<file path="config.mk">
export PLATFORM = sky130hd
export DESIGN_NAME = axi_stream_pin_sink
export DESIGN_NICKNAME = d
export VERILOG_FILES = /design/src/rtl/axis_pin_pkg.sv /design/src/rtl/axis_word_fifo.sv /design/src/rtl/axi_stream_pin_sink.sv
export SDC_FILE = /design/constraint.sdc
export NUM_CORES = 1
export LEC_CHECK = 0
export CAP_MARGIN = 25
export CELL_PAD_IN_SITES_DETAIL_PLACEMENT = 1
export CELL_PAD_IN_SITES_GLOBAL_PLACEMENT = 1
export CORE_MARGIN = 3
export CORE_UTILIZATION = 55
export DETAILED_ROUTE_END_ITERATION = 8
export PLACE_DENSITY = 0.77
export SLEW_MARGIN = 20
export SYNTH_ARGS = -nofsm -noshare
export SYNTH_HDL_FRONTEND = slang
export SYNTH_SLANG_ARGS = --single-unit
</file>
<file path="constraint.sdc">
create_clock -name aclk -period 13.65 [get_ports aclk]
set_input_delay 1.365 -clock aclk [delete_from_list [all_inputs] [get_ports aclk]]
set_output_delay 1.365 -clock aclk [all_outputs]
set_load 0.03 [all_outputs]
</file>
<file path="src/rtl/axis_pin_pkg.sv">
// Shared widths, FIFO entry layout and serialiser state encoding for the
// AXI4-Stream <-> pin-bus blocks (sink and source).
package axis_pin_pkg;

    localparam int AXIS_DATA_W = 32;
    localparam int AXIS_KEEP_W = 4;
    localparam int PIN_W       = 8;

    // Word FIFO entry: {tlast, tkeep, tdata}
    localparam int ENTRY_W        = AXIS_DATA_W + AXIS_KEEP_W + 1;
    localparam int ENTRY_DATA_LSB = 0;
    localparam int ENTRY_KEEP_LSB = AXIS_DATA_W;
    localparam int ENTRY_LAST_BIT = AXIS_DATA_W + AXIS_KEEP_W;

    typedef enum logic {
        IDLE  = 1'b0,
        SHIFT = 1'b1
    } ser_state_e;

    // True when the lane being presented closes the frame: the highest kept
    // lane of a tlast word, or lane 3 when the tlast word keeps nothing.
    function automatic logic lane_marks_frame_end(
        input logic [AXIS_KEEP_W-1:0] keep,
        input logic [1:0]             lane,
        input logic                   last
    );
        logic higher_kept;
        higher_kept = 1'b0;
        for (int i = 0; i < AXIS_KEEP_W; i++) begin
            if (i > int'(lane) && keep[i]) higher_kept = 1'b1;
        end
        if (!last) return 1'b0;
        if (keep[lane]) return !higher_kept;
        return (lane == 2'd3) && (keep == '0);
    endfunction

endpackage

</file>
<file path="src/rtl/axis_word_fifo.sv">
// Synchronous word FIFO with asynchronous active-low reset. Head is read
// combinationally; the caller must never pop when empty or push when full.
module axis_word_fifo #(
    parameter int WIDTH      = 37,
    parameter int DEPTH_BITS = 4
) (
    input  logic                  i_clk,
    input  logic                  i_rst_n,
    input  logic                  i_push,
    input  logic [WIDTH-1:0]      i_din,
    input  logic                  i_pop,
    output logic [WIDTH-1:0]      o_head,
    output logic [DEPTH_BITS:0]   o_count,
    output logic                  o_full,
    output logic                  o_empty
);

    localparam int CW = DEPTH_BITS + 1;
    localparam int DEPTH = 1 << DEPTH_BITS;
    localparam logic [DEPTH_BITS:0] FULL_COUNT = CW'(DEPTH);

    logic [WIDTH-1:0]      r_mem [DEPTH];
    logic [DEPTH_BITS-1:0] r_wr_ptr;
    logic [DEPTH_BITS-1:0] r_rd_ptr;
    logic [DEPTH_BITS:0]   r_count;

    // Storage carries no reset; only pointers and count define validity.
    always_ff @(posedge i_clk) begin
        if (i_push) r_mem[r_wr_ptr] <= i_din;
    end

    always_ff @(posedge i_clk or negedge i_rst_n) begin
        if (!i_rst_n) begin
            r_wr_ptr <= '0;
            r_rd_ptr <= '0;
            r_count  <= '0;
        end else begin
            if (i_push) r_wr_ptr <= r_wr_ptr + 1'b1;
            if (i_pop)  r_rd_ptr <= r_rd_ptr + 1'b1;
            case ({i_push, i_pop})
                2'b10:   r_count <= r_count + 1'b1;
                2'b01:   r_count <= r_count - 1'b1;
                default: r_count <= r_count;
            endcase
        end
    end

    assign o_head  = r_mem[r_rd_ptr];
    assign o_count = r_count;
    assign o_full  = (r_count == FULL_COUNT);
    assign o_empty = (r_count == '0);

endmodule

</file>
<file path="src/rtl/axi_stream_pin_sink.sv">
// AXI4-Stream slave that buffers 32-bit words and serialises them LSB lane
// first onto an 8-bit pin bus. Optional AXIS_PIN_SINK_UNDERRUN_CNT_EN adds
// a saturating mid-frame starvation counter (underrun_count).
module axi_stream_pin_sink
    import axis_pin_pkg::*;
#(
    parameter int FIFO_DEPTH_BITS = 4,
    parameter int CLK_DIV         = 1
) (
    input  logic                   aclk,
    input  logic                   aresetn,
    input  logic                   s_axis_tvalid,
    output logic                   s_axis_tready,
    input  logic [AXIS_DATA_W-1:0] s_axis_tdata,
    input  logic [AXIS_KEEP_W-1:0] s_axis_tkeep,
    input  logic                   s_axis_tlast,
    output logic [PIN_W-1:0]       data_pins,
    output logic                   pins_valid,
    output logic                   frame_end,
`ifdef AXIS_PIN_SINK_UNDERRUN_CNT_EN
    output logic [15:0]            underrun_count,
`endif
    output ser_state_e             o_dbg_state
);

    localparam int CW = FIFO_DEPTH_BITS + 1;
    localparam logic [FIFO_DEPTH_BITS:0] FULL_COUNT  = CW'(1 << FIFO_DEPTH_BITS);
    localparam logic [7:0]               SLOT_RELOAD = 8'(CLK_DIV - 1);

    ser_state_e             r_state, w_state_next;
    logic [AXIS_DATA_W-1:0] r_shift, w_shift_next;
    logic [AXIS_KEEP_W-1:0] r_keep, w_keep_next;
    logic                   r_last, w_last_next;
    logic [1:0]             r_lane, w_lane_next;
    logic [7:0]             r_slot, w_slot_next;
    logic [PIN_W-1:0]       r_data_pins, w_data_pins_next;
    logic                   r_pins_valid, w_pins_valid_next;
    logic                   r_frame_end, w_frame_end_next;
    logic                   r_tready;

    logic                   w_push, w_pop, w_full, w_empty;
    logic                   w_lane_done, w_advance;
    logic [ENTRY_W-1:0]     w_din, w_head;
    logic [FIFO_DEPTH_BITS:0] w_count, w_count_next;

    logic [AXIS_KEEP_W-1:0] w_ent_keep;
    logic [1:0]             w_ent_lane;
    logic                   w_ent_last;
    logic [PIN_W-1:0]       w_ent_byte;
    logic [AXIS_DATA_W-1:0] w_ent_rest;

    // Handshake: valid/ready both high at an edge transfers one word; ready
    // is registered and reflects room for the count after that edge.
    assign w_din  = {s_axis_tlast, s_axis_tkeep, s_axis_tdata};
    assign w_push = s_axis_tvalid && r_tready && !w_full;

    axis_word_fifo #(
        .WIDTH      (ENTRY_W),
        .DEPTH_BITS (FIFO_DEPTH_BITS)
    ) u_fifo (
        .i_clk   (aclk),
        .i_rst_n (aresetn),
        .i_push  (w_push),
        .i_din   (w_din),
        .i_pop   (w_pop),
        .o_head  (w_head),
        .o_count (w_count),
        .o_full  (w_full),
        .o_empty (w_empty)
    );

    always_comb begin
        w_lane_done  = (r_state == SHIFT) && (r_slot == '0) && (r_lane == 2'd3);
        w_advance    = (r_state == SHIFT) && (r_slot == '0) && (r_lane != 2'd3);
        w_pop        = !w_empty && ((r_state == IDLE) || w_lane_done);
        w_count_next = w_count + CW'(w_push) - CW'(w_pop);
    end

    always_comb begin
        w_state_next      = r_state;
        w_shift_next      = r_shift;
        w_keep_next       = r_keep;
        w_last_next       = r_last;
        w_lane_next       = r_lane;
        w_slot_next       = r_slot;
        w_data_pins_next  = r_data_pins;
        w_pins_valid_next = 1'b0;
        w_frame_end_next  = 1'b0;

        // Lane about to be presented: either the next lane of the held word
        // or lane 0 of a freshly popped head entry.
        w_ent_keep = r_keep;
        w_ent_lane = r_lane + 2'd1;
        w_ent_last = r_last;
        w_ent_byte = r_shift[PIN_W-1:0];
        w_ent_rest = {{PIN_W{1'b0}}, r_shift[AXIS_DATA_W-1:PIN_W]};
        if (w_pop) begin
            w_ent_keep = w_head[ENTRY_KEEP_LSB +: AXIS_KEEP_W];
            w_ent_lane = 2'd0;
            w_ent_last = w_head[ENTRY_LAST_BIT];
            w_ent_byte = w_head[ENTRY_DATA_LSB +: PIN_W];
            w_ent_rest = {{PIN_W{1'b0}}, w_head[ENTRY_DATA_LSB+PIN_W +: AXIS_DATA_W-PIN_W]};
        end

        if (w_pop || w_advance) begin
            w_state_next     = SHIFT;
            w_lane_next      = w_ent_lane;
            w_keep_next      = w_ent_keep;
            w_last_next      = w_ent_last;
            w_shift_next     = w_ent_rest;
            w_frame_end_next = lane_marks_frame_end(w_ent_keep, w_ent_lane, w_ent_last);
            if (w_ent_keep[w_ent_lane]) begin
                w_data_pins_next  = w_ent_byte;
                w_pins_valid_next = 1'b1;
                w_slot_next       = SLOT_RELOAD;
            end else begin
                w_slot_next = '0;
            end
        end else if (r_state == SHIFT) begin
            if (r_slot != '0) w_slot_next = r_slot - 8'd1;
            else              w_state_next = IDLE;
        end
    end

    always_ff @(posedge aclk or negedge aresetn) begin
        if (!aresetn) begin
            r_state      <= IDLE;
            r_shift      <= '0;
            r_keep       <= '0;
            r_last       <= 1'b0;
            r_lane       <= '0;
            r_slot       <= '0;
            r_data_pins  <= '0;
            r_pins_valid <= 1'b0;
            r_frame_end  <= 1'b0;
            r_tready     <= 1'b0;
        end else begin
            r_state      <= w_state_next;
            r_shift      <= w_shift_next;
            r_keep       <= w_keep_next;
            r_last       <= w_last_next;
            r_lane       <= w_lane_next;
            r_slot       <= w_slot_next;
            r_data_pins  <= w_data_pins_next;
            r_pins_valid <= w_pins_valid_next;
            r_frame_end  <= w_frame_end_next;
            r_tready     <= (w_count_next != FULL_COUNT);
        end
    end

`ifdef AXIS_PIN_SINK_UNDERRUN_CNT_EN
    logic [15:0] r_underrun_count;

    // Starvation: lane 3 finished, nothing buffered, and the frame is still open.
    always_ff @(posedge aclk or negedge aresetn) begin
        if (!aresetn) begin
            r_underrun_count <= '0;
        end else if (w_lane_done && w_empty && !r_last && (r_underrun_count != 16'hFFFF)) begin
            r_underrun_count <= r_underrun_count + 16'd1;
        end
    end

    assign underrun_count = r_underrun_count;
`endif

    assign s_axis_tready = r_tready;
    assign data_pins     = r_data_pins;
    assign pins_valid    = r_pins_valid;
    assign frame_end     = r_frame_end;
    assign o_dbg_state   = r_state;

endmodule

</file>
==> reports/qor_table.md, run 1 <==
| Quantity | This run | Unit |
|:---|:---|:---|
| Synth top cells by count | edfxtp_1 (592), mux4_2 (170), dfrtp_1 (64), nand2_1 (54), nor2_1 (44) | - |
| EDFF count, synth | 592 | - |
| Leakage component of the power | 9.41 | nW |
| RR Startpoint | r_slot[1]$_DFFE_PN0P_ | - |
| Number of max-cap violations | 0 | - |
| Arrival @ worst endpoint | 4.48 | ns |
| Share of flip-flops with an asynchronous set or reset after synthesis | 9.76 | % |
| Maximum number of pins on one net before global-route repair | 84 | - |
| Highest Clock Rate | 0.249 | GHz |
| Area taken by multi-input logic gates | 5990 | um2 |
| Share of the clock period used by the worst path after layout | 29.5 | % |
| Worst-case clock buffer depth | 3 | - |
| Register-to-register setup slack | 9.63 | ns |
| Length in cells of the worst reg-to-reg path | 15 | - |
| Post-layout minimum cycle time | 4.02 | ns |
| Clock root buffer | clkbuf_16 | - |
| Hold buffer count at CTS | 0 | - |
| Clk sink count | 656 | - |
| Number of H-tree levels | 3 | - |
| Initial antenna violation count | 0 | - |
| Share of post-route cells with drive strength above 1 | 25.3 | % |
| Startpoint class of the critical path | register | - |
| CTS tree | done | - |
| Power Density | 199 | nW/um2 |
| Worst setup path startpoint | r_slot[1]$_DFFE_PN0P_ | - |
| Cells resized by post-CTS repair | 0 | - |
| Most area-consuming cells after synthesis | edfxtp_1 (69%), mux4_2 (15%), dfrtp_1 (6.2%) | - |
| Total core area | 45800 | um2 |
| Seq. cell area | 19400 | um2 |
| Routed Wire Length | 59.1 | mm |
| Final hold violation count | 0 | - |
| DIE AREA | 49300 | um2 |
| # DRC | 0 | - |
| Clock insertion delay at the later pin of the skew report | 0.59 | ns |
| Final-stage net count | 1355 | - |
| Final worst-path setup slack | 9.63 | ns |
| Initial core utilization | 56.0 | % |
| IR drop worst, VDD | 0.000161 | V |
| Total overflow reported by the global router | 0 | - |
| Setup repair after global routing missed its margin | false | - |
| Endpoint of the most critical register-to-register path | s_axis_tready$_DFF_PN0_ | - |
| Pre-antenna DRT Iters | 5 | - |
| Result of the run | finished, final reports clean | - |
| Number of failing setup endpoints in the final timing report | 0 | - |
| Destination of the critical timing path | s_axis_tready$_DFF_PN0_ | - |
| Worst-case headroom to the max-slew limit | 25.6 | % |
| Worst min-delay path class | register to register | - |
| Netlist cell types | 55 | - |
| Total via count in the routed design | 12466 | - |
| First-pass GRT wire length | 89.1 | mm |
| Number of filler cells placed in the layout | 3711 | - |
| Ratio of routed vias to standard cells | 6.41 | - |
| DRT iter0 DRCs | 1299 | - |
| Total routing usage reported by global routing | 24.6 | % |
| Setup clock skew after layout | 0.0219 | ns |
| Cell with the most instances after synthesis | edfxtp_1 | - |
| Share of synthesized area occupied by flip-flops and latches | 75.5 | % |
| Half-perimeter wire length of the detailed placement result | 32.6 | mm |
| Total standard cell area after synthesis | 25700 | um2 |
| Biggest area consumer among synthesized cells | edfxtp_1 | - |
| Num rows | 78 | - |
| Fraction of synthesized cell area taken by the top area cell type | 69.3 | % |
| Global placer's final weighted congestion | 0.780 | - |
| Smallest hold slack | 0.488 | ns |
| Post-synthesis cell count | 1210 | - |
| Post-Route Utilization | 63.5 | % |
| Residual antenna-violating net count after detailed routing | 0 | - |
| Die width | 222 | um |
| Clock transition at path regs | 0.06 | ns |
| Number of clock buffers inserted by TritonCTS | 67 | - |
| Vias in the first global route | 13423 | - |
| Measured slew at the worst slew-check pin | 1.11 | ns |
| Placement-stage worst setup slack | 9.10 | ns |
| Commonest register cell after synthesis | edfxtp_1 | - |
| Yosys warning count | 0 | - |
| Number of I/O port buffers | 51 | - |
| Buffers inserted during post-CTS setup optimization | 0 | - |
| CP Max Fanout | 43 | - |
| # diodes | 0 | - |
| Number of flip-flops and latches in the synthesized netlist | 656 | - |
| Mapped Nets | 1269 | - |
| Critical path type | register to register | - |
| Final setup TNS | 0 | ns |
| Wire per inst | 30.4 | um |
| Die outline height | 222 | um |
| Slew Limit Fails | 0 | - |
| Critical Path Sink Type | register | - |
| Required arrival time at the worst endpoint | 14.10 | ns |
| P&R area growth vs syn | 13.3 | % |
| IO Count | 52 | - |
| Average cell area after synthesis | 21.2 | um2 |
==> how the worst min path moves through the flow <==
stage                                        start                        to  slack [ns]  cells past startpoint
final                           r_last$_DFFE_PN0N_        r_last$_DFFE_PN0N_        0.49                      2
after global routing      data_pins[5]$_DFFE_PN0P_  data_pins[5]$_DFFE_PN0P_        0.52                      1
after CTS                       r_last$_DFFE_PN0N_        r_last$_DFFE_PN0N_        0.49                      2
after detailed placement        r_last$_DFFE_PN0N_        r_last$_DFFE_PN0N_        0.48                      2
after global placement       r_lane[1]$_DFFE_PN0N_     r_lane[1]$_DFFE_PN0N_        0.47                      2
after floorplan                 r_last$_DFFE_PN0N_        r_last$_DFFE_PN0N_        0.45                      2
==> metal layers <==
layer	GRT usage, %	part of all wire, %
met3	4.87	6.5
met5	0	0
met1	34.3	40
met4	8.07	3.3
met2	40.0	50
==> metrics by stage <==
stage | instance area [um2] | power (W) | instances
floorplan | 25700 | 0.00360 | 1210
global placement | 26900 | 0.00399 | 1827
detailed placement | 26900 | 0.00406 | 1827
CTS | 29100 | 0.00585 | 1946
global route | 29100 | 0.00604 | 1946
finish | 29100 | 0.00579 | 1946
==> state kept, by name, summed over array words and instances, names as in the netlist <==
| signal | flops |
|---|---|
| r_keep | 4 |
| u_fifo.o_count | 5 |
| s_axis_tready | 1 |
| data_pins | 8 |
| pins_valid | 1 |
| o_dbg_state | 1 |
| u_fifo.r_rd_ptr | 4 |
| frame_end | 1 |
| r_lane | 2 |
| r_shift | 24 |
| u_fifo.r_wr_ptr | 4 |
| r_last | 1 |
| u_fifo.r_mem | 592 |
| r_slot | 8 |
==> placed cells by master, fill, tap and decap left out, drive strengths merged, types with 3 or more instances in the layout <==
cell           count
edfxtp           592
mux4             170
clkbuf            85
dfrtp             64
nand2             56
clkdlybuf4s50     50
nor2              44
a21oi             41
buf               28
clkinv            26
inv               20
a22oi             19
mux2              19
o21ai             18
ha                17
mux2i             11
a22o               9
xnor2              9
xor2               8
nor3               8
nor2b              6
bufinv             5
a21o               3
nand2b             3
and2               3
==> final cells by class <==
cell class                 count  share of cell area (%)
multi-input combinational    475                    20.6
clock buffer                  85                    6.33
sequential                   656                    66.7
inverter                      18                   0.241
tap                          600                    2.58
timing repair buffer          78                    2.48
clock inverter                34                    1.02
==> critical path, cell delays in order (launching register included) <==
cell and delay (ns):
dfrtp_1 0.38, inv_1 0.11, ha_1 0.18, or4b_4 0.49, o31ai_4 0.26, nand2_4 0.27
inv_4 0.52, ha_1 0.40, inv_1 0.10, ha_1 0.23, fa_1 0.43, a21oi_1 0.16
nor2_1 0.05, nor2_1 0.11, xnor2_1 0.13, nand3_1 0.09
==> power breakdown <==
part           switching (W)  internal, W  total [W]
clock               0.000733      0.00105    0.00178
combinational       0.000716     0.000633    0.00135
sequential          0.000188      0.00247    0.00266
total                0.00164      0.00415    0.00579
==> cells by family after synthesis <==
kind of cell / Yosys count / share of synthesized area [%]
AO/OA/AOI/OAI: 107 / 2.75
XOR/XNOR: 17 / 0.580
adder cells (fa/ha/maj): 19 / 0.985
buffers and inverters: 79 / 1.54
flip-flops: 656 / 75.5
multiplexers: 200 / 16.3
AND/OR/NAND/NOR: 132 / 2.29
No activity file was read; power rests on OpenSTA's default activity.
==> run 2: changes to the inputs <==
--- a/config.mk
+++ b/config.mk
@@ -9,9 +9,9 @@
 export CELL_PAD_IN_SITES_DETAIL_PLACEMENT = 1
 export CELL_PAD_IN_SITES_GLOBAL_PLACEMENT = 1
 export CORE_MARGIN = 3
-export CORE_UTILIZATION = 55
+export CORE_UTILIZATION = 50
 export DETAILED_ROUTE_END_ITERATION = 8
-export PLACE_DENSITY = 0.77
+export PLACE_DENSITY = 0.74
 export SLEW_MARGIN = 20
 export SYNTH_ARGS = -nofsm -noshare
 export SYNTH_HDL_FRONTEND = slang
==> constraint.sdc (replaced) <==
create_clock -name aclk -period 3.5 [get_ports aclk]
set_input_delay 0.35 -clock aclk [delete_from_list [all_inputs] [get_ports aclk]]
set_output_delay 0.35 -clock aclk [all_outputs]
set_load 0.03 [all_outputs]
==> run 2 against run 1 <==
  * Register-to-register slack worse by 9.3 ns
  * Die area is 9.7% higher
  * Combinational power grew to 4.1 times the previous value
  * Fmax is 25% higher
  * Sequential cell count stayed put
  * Global-route usage is 2.1 points lower
  * Utilization is 4.8 points lower
  * Non-clock buffer count is 21 higher
  * Via count is 1.2% lower
  * Power grew to 3.9 times the previous value
  * Worst setup slack worse by 9.3 ns
  * Clock skew is 0.0033 ns lower
  * Largest power group unchanged
  * Highest routed layer is now met5
==> reports/qor_table.md, run 2 (synthesized netlist as in run 1, its figures left out) <==
| Quantity | This run | Unit |
|:---|:---|:---|
| Result of the run | finished, final reports clean | - |
| Arrival @ worst endpoint | 3.72 | ns |
| Vias in the first global route | 13440 | - |
| Final-stage net count | 1379 | - |
| Residual antenna-violating net count after detailed routing | 0 | - |
| Global placer's final weighted congestion | 0.784 | - |
| Largest reg by FF count | u_fifo.r_mem | - |
| Clock root buffer | clkbuf_16 | - |
| Num rows | 82 | - |
| Post-place instance area | 27400 | um2 |
| Clock transition at path regs | 0.06 | ns |
| Final setup TNS | 0 | ns |
| WP buf/inv | 3 | - |
| Ordered list of cells on the worst path | inv_1, ha_1, or4b_4, o31ai_4, nand2_4, inv_4, ha_1, inv_1, fa_1, nor2b_1, o21ai_0, and3_1, nor3_1, xor2_1 | - |
| DIE AREA | 54100 | um2 |
| Post-layout minimum cycle time | 3.22 | ns |
| Highest Clock Rate | 0.311 | GHz |
| Seq. cell area | 19400 | um2 |
| Number of I/O port buffers | 51 | - |
| Total core area | 50400 | um2 |
| RR Startpoint | r_slot[0]$_DFFE_PN0P_ | - |
| Total via count in the routed design | 12316 | - |
| Number of H-tree levels | 3 | - |
| Total overflow reported by the global router | 0 | - |
| Initial core utilization | 50.9 | % |
| Worst-case headroom to the max-slew limit | 29.0 | % |
| Max stage delay on crit path | 0.50 | ns |
| Total routing usage reported by global routing | 22.5 | % |
| Initial antenna violation count | 1 | - |
| Largest registers ranked by flip-flop count | u_fifo.r_mem (592), r_shift (24) | - |
| Pre-antenna DRT Iters | 5 | - |
| Maximum number of pins on one net before global-route repair | 70 | - |
| Critical-path top delay cell | or4b_4 | - |
| Number of flip-flops in the largest register | 592 | - |
| Slew Limit Fails | 0 | - |
| CP Max Fanout | 5 | - |
| Met2 layer wire length in the routed design | 29.8 | mm |
| Number of max-cap violations | 0 | - |
| Top metal layer carrying routed signals | met5 | - |
| Number of filler cells placed in the layout | 4206 | - |
| CTS tree | done | - |
| Die outline height | 233 | um |
| Number of clock buffers inserted by TritonCTS | 70 | - |
| End point of the worst hold path | r_lane[1]$_DFFE_PN0N_ | - |
| Length in cells of the worst reg-to-reg path | 14 | - |
| Ratio of routed vias to standard cells | 6.01 | - |
| Half-perimeter wire length of the detailed placement result | 32.6 | mm |
| Leakage component of the power | 9.57 | nW |
| Endpoint of the most critical register-to-register path | u_fifo.o_count[4]$_DFFE_PN0N_ | - |
| Commonest cells after routing, fill and taps aside | edfxtp_1 (592), mux4_2 (170), clkbuf_16 (74), dfrtp_1 (60), nand2_1 (54) | - |
| Share of the clock period used by the worst path after layout | 91.9 | % |
| Buffers inserted during post-CTS setup optimization | 0 | - |
| Placement-stage worst setup slack | 0.348 | ns |
| Setup clock skew after layout | 0.0186 | ns |
| Register-to-register setup slack | 0.28 | ns |
| Critical path type | register to register | - |
| Hold depth | 2 | - |
| Area taken by multi-input logic gates | 6010 | um2 |
| Design Area, Final | 29600 | um2 |
| Worst-case clock buffer depth | 3 | - |
| Measured slew at the worst slew-check pin | 1.06 | ns |
| Clock insertion delay at the later pin of the skew report | 0.59 | ns |
| IO Count | 52 | - |
| IR drop worst, VDD | 0.000490 | V |
| P&R area growth vs syn | 15.2 | % |
| Setup repair after global routing missed its margin | false | - |
| Leading cell type in the layout, fill and taps excluded | edfxtp_1 | - |
| Number of failing setup endpoints in the final timing report | 0 | - |
| Start point of the worst min-delay path | r_lane[1]$_DFFE_PN0N_ | - |
| Worst min-delay path class | register to register | - |
| # diodes | 0 | - |
| Critical Path Sink Type | register | - |
| Required arrival time at the worst endpoint | 4.00 | ns |
| Final hold violation count | 0 | - |
| Share of post-route cells with drive strength above 1 | 26.1 | % |
| Routed Wire Length | 59.1 | mm |
| Final worst-path setup slack | 0.282 | ns |
| Die width | 233 | um |
| Startpoint class of the critical path | register | - |
| Wire per inst | 28.8 | um |
| First-pass GRT wire length | 88.1 | mm |
| Clk sink count | 656 | - |
| Cell class contributing the biggest share of worst-path delay | simple AND/OR/NAND/NOR gates | - |
| Power Density | 767 | nW/um2 |
| Routed metal-1 wire length | 24.6 | mm |
| DRT iter0 DRCs | 1163 | - |
| # DRC | 0 | - |
| Met3 routed wirelength | 3.14 | mm |
==> run 2: cell types whose count changed in the layout (fill, tap and decap cells not counted), sizes merged <==
cell,change
clkbuf,+12
clkinv,+2
dlygate4sd3,+1
bufinv,-5
clkinvlp,+1
buf,+20
==> run 2: worst register-to-register path, cell delays in order, from the launching register on <==
cell,delay [ns]
dfrtp_1,0.41
inv_1,0.09
ha_1,0.16
or4b_4,0.50
o31ai_4,0.27
nand2_4,0.09
inv_4,0.07
ha_1,0.22
inv_1,0.14
fa_1,0.42
nor2b_1,0.12
o21ai_0,0.11
and3_1,0.20
nor3_1,0.17
xor2_1,0.18
==> run 2: repair_timing <==
action / CTS / global route
hold endpoints to repair: 64 / 0
hold buffers: 1 / 0
gates resized for setup: 0 / 0
==> run 2: worst max path at each step <==
stage,end,startpoint,depth (start not counted)
6_report,u_fifo.o_count[4]$_DFFE_PN0N_,r_slot[0]$_DFFE_PN0P_,14
5_1_grt,u_fifo.o_count[4]$_DFFE_PN0N_,r_slot[0]$_DFFE_PN0P_,14
4_1_cts,u_fifo.o_count[4]$_DFFE_PN0N_,r_slot[0]$_DFFE_PN0P_,14
3_5_place_dp,u_fifo.o_count[4]$_DFFE_PN0N_,r_slot[0]$_DFFE_PN0P_,14
3_3_place_gp,u_fifo.o_count[4]$_DFFE_PN0N_,r_slot[0]$_DFFE_PN0P_,14
2_1_floorplan,s_axis_tready$_DFF_PN0_,r_slot[0]$_DFFE_PN0P_,18
==> run 2: layer usage <==
metal	GRT usage [%]	vias up
met1	31.0	6607
met4	7.27	2
met3	3.60	94
met2	37.4	408
li1	-	5205
met5	0	-
==> run 2: layout make-up <==
| class | instances | share of cell area [%] |
|---|---|---|
| clock inverters | 32 | 0.618 |
| well taps | 672 | 2.85 |
| multi-input cells | 475 | 20.3 |
| repair buffers | 99 | 3.79 |
| inverters | 18 | 0.237 |
| clock buffers | 97 | 6.56 |
| flip-flops and latches | 656 | 65.6 |
==> run 2: report_power, final <==
| group | switching (W) | internal (W) | total [W] | leakage [nW] |
|---|---|---|---|---|
| combinational | 0.00289 | 0.00265 | 0.00553 | 2.40 |
| sequential | 0.000663 | 0.00964 | 0.0103 | 6.13 |
| clock | 0.00293 | 0.00390 | 0.00683 | 1.04 |
| total | 0.00648 | 0.0162 | 0.0227 | 9.57 |
==> run 2: through the flow <==
stage | hold WS, ns | utilization, % | instances | total power, W
2_1_floorplan | 0.0544 | - | 1210 | 0.0140
3_3_place_gp | 0.471 | 54.4 | 1919 | 0.0158
3_5_place_dp | 0.478 | 54.4 | 1919 | 0.0160
4_1_cts | 0.491 | 58.7 | 2049 | 0.0229
5_1_grt | 0.527 | 58.7 | 2049 | 0.0236
6_report | 0.491 | 58.7 | 2049 | 0.0227
==> run 3: changes to the inputs <==
--- a/config.mk
+++ b/config.mk
@@ -11,6 +11,7 @@
 export CORE_MARGIN = 3
 export CORE_UTILIZATION = 50
 export DETAILED_ROUTE_END_ITERATION = 8
+export HOLD_SLACK_MARGIN = 0.08
 export PLACE_DENSITY = 0.74
 export SLEW_MARGIN = 20
 export SYNTH_ARGS = -nofsm -noshare
==> results of run 3 <==
Same layout as run 2: the final DEF is identical, and so are final timing and power.
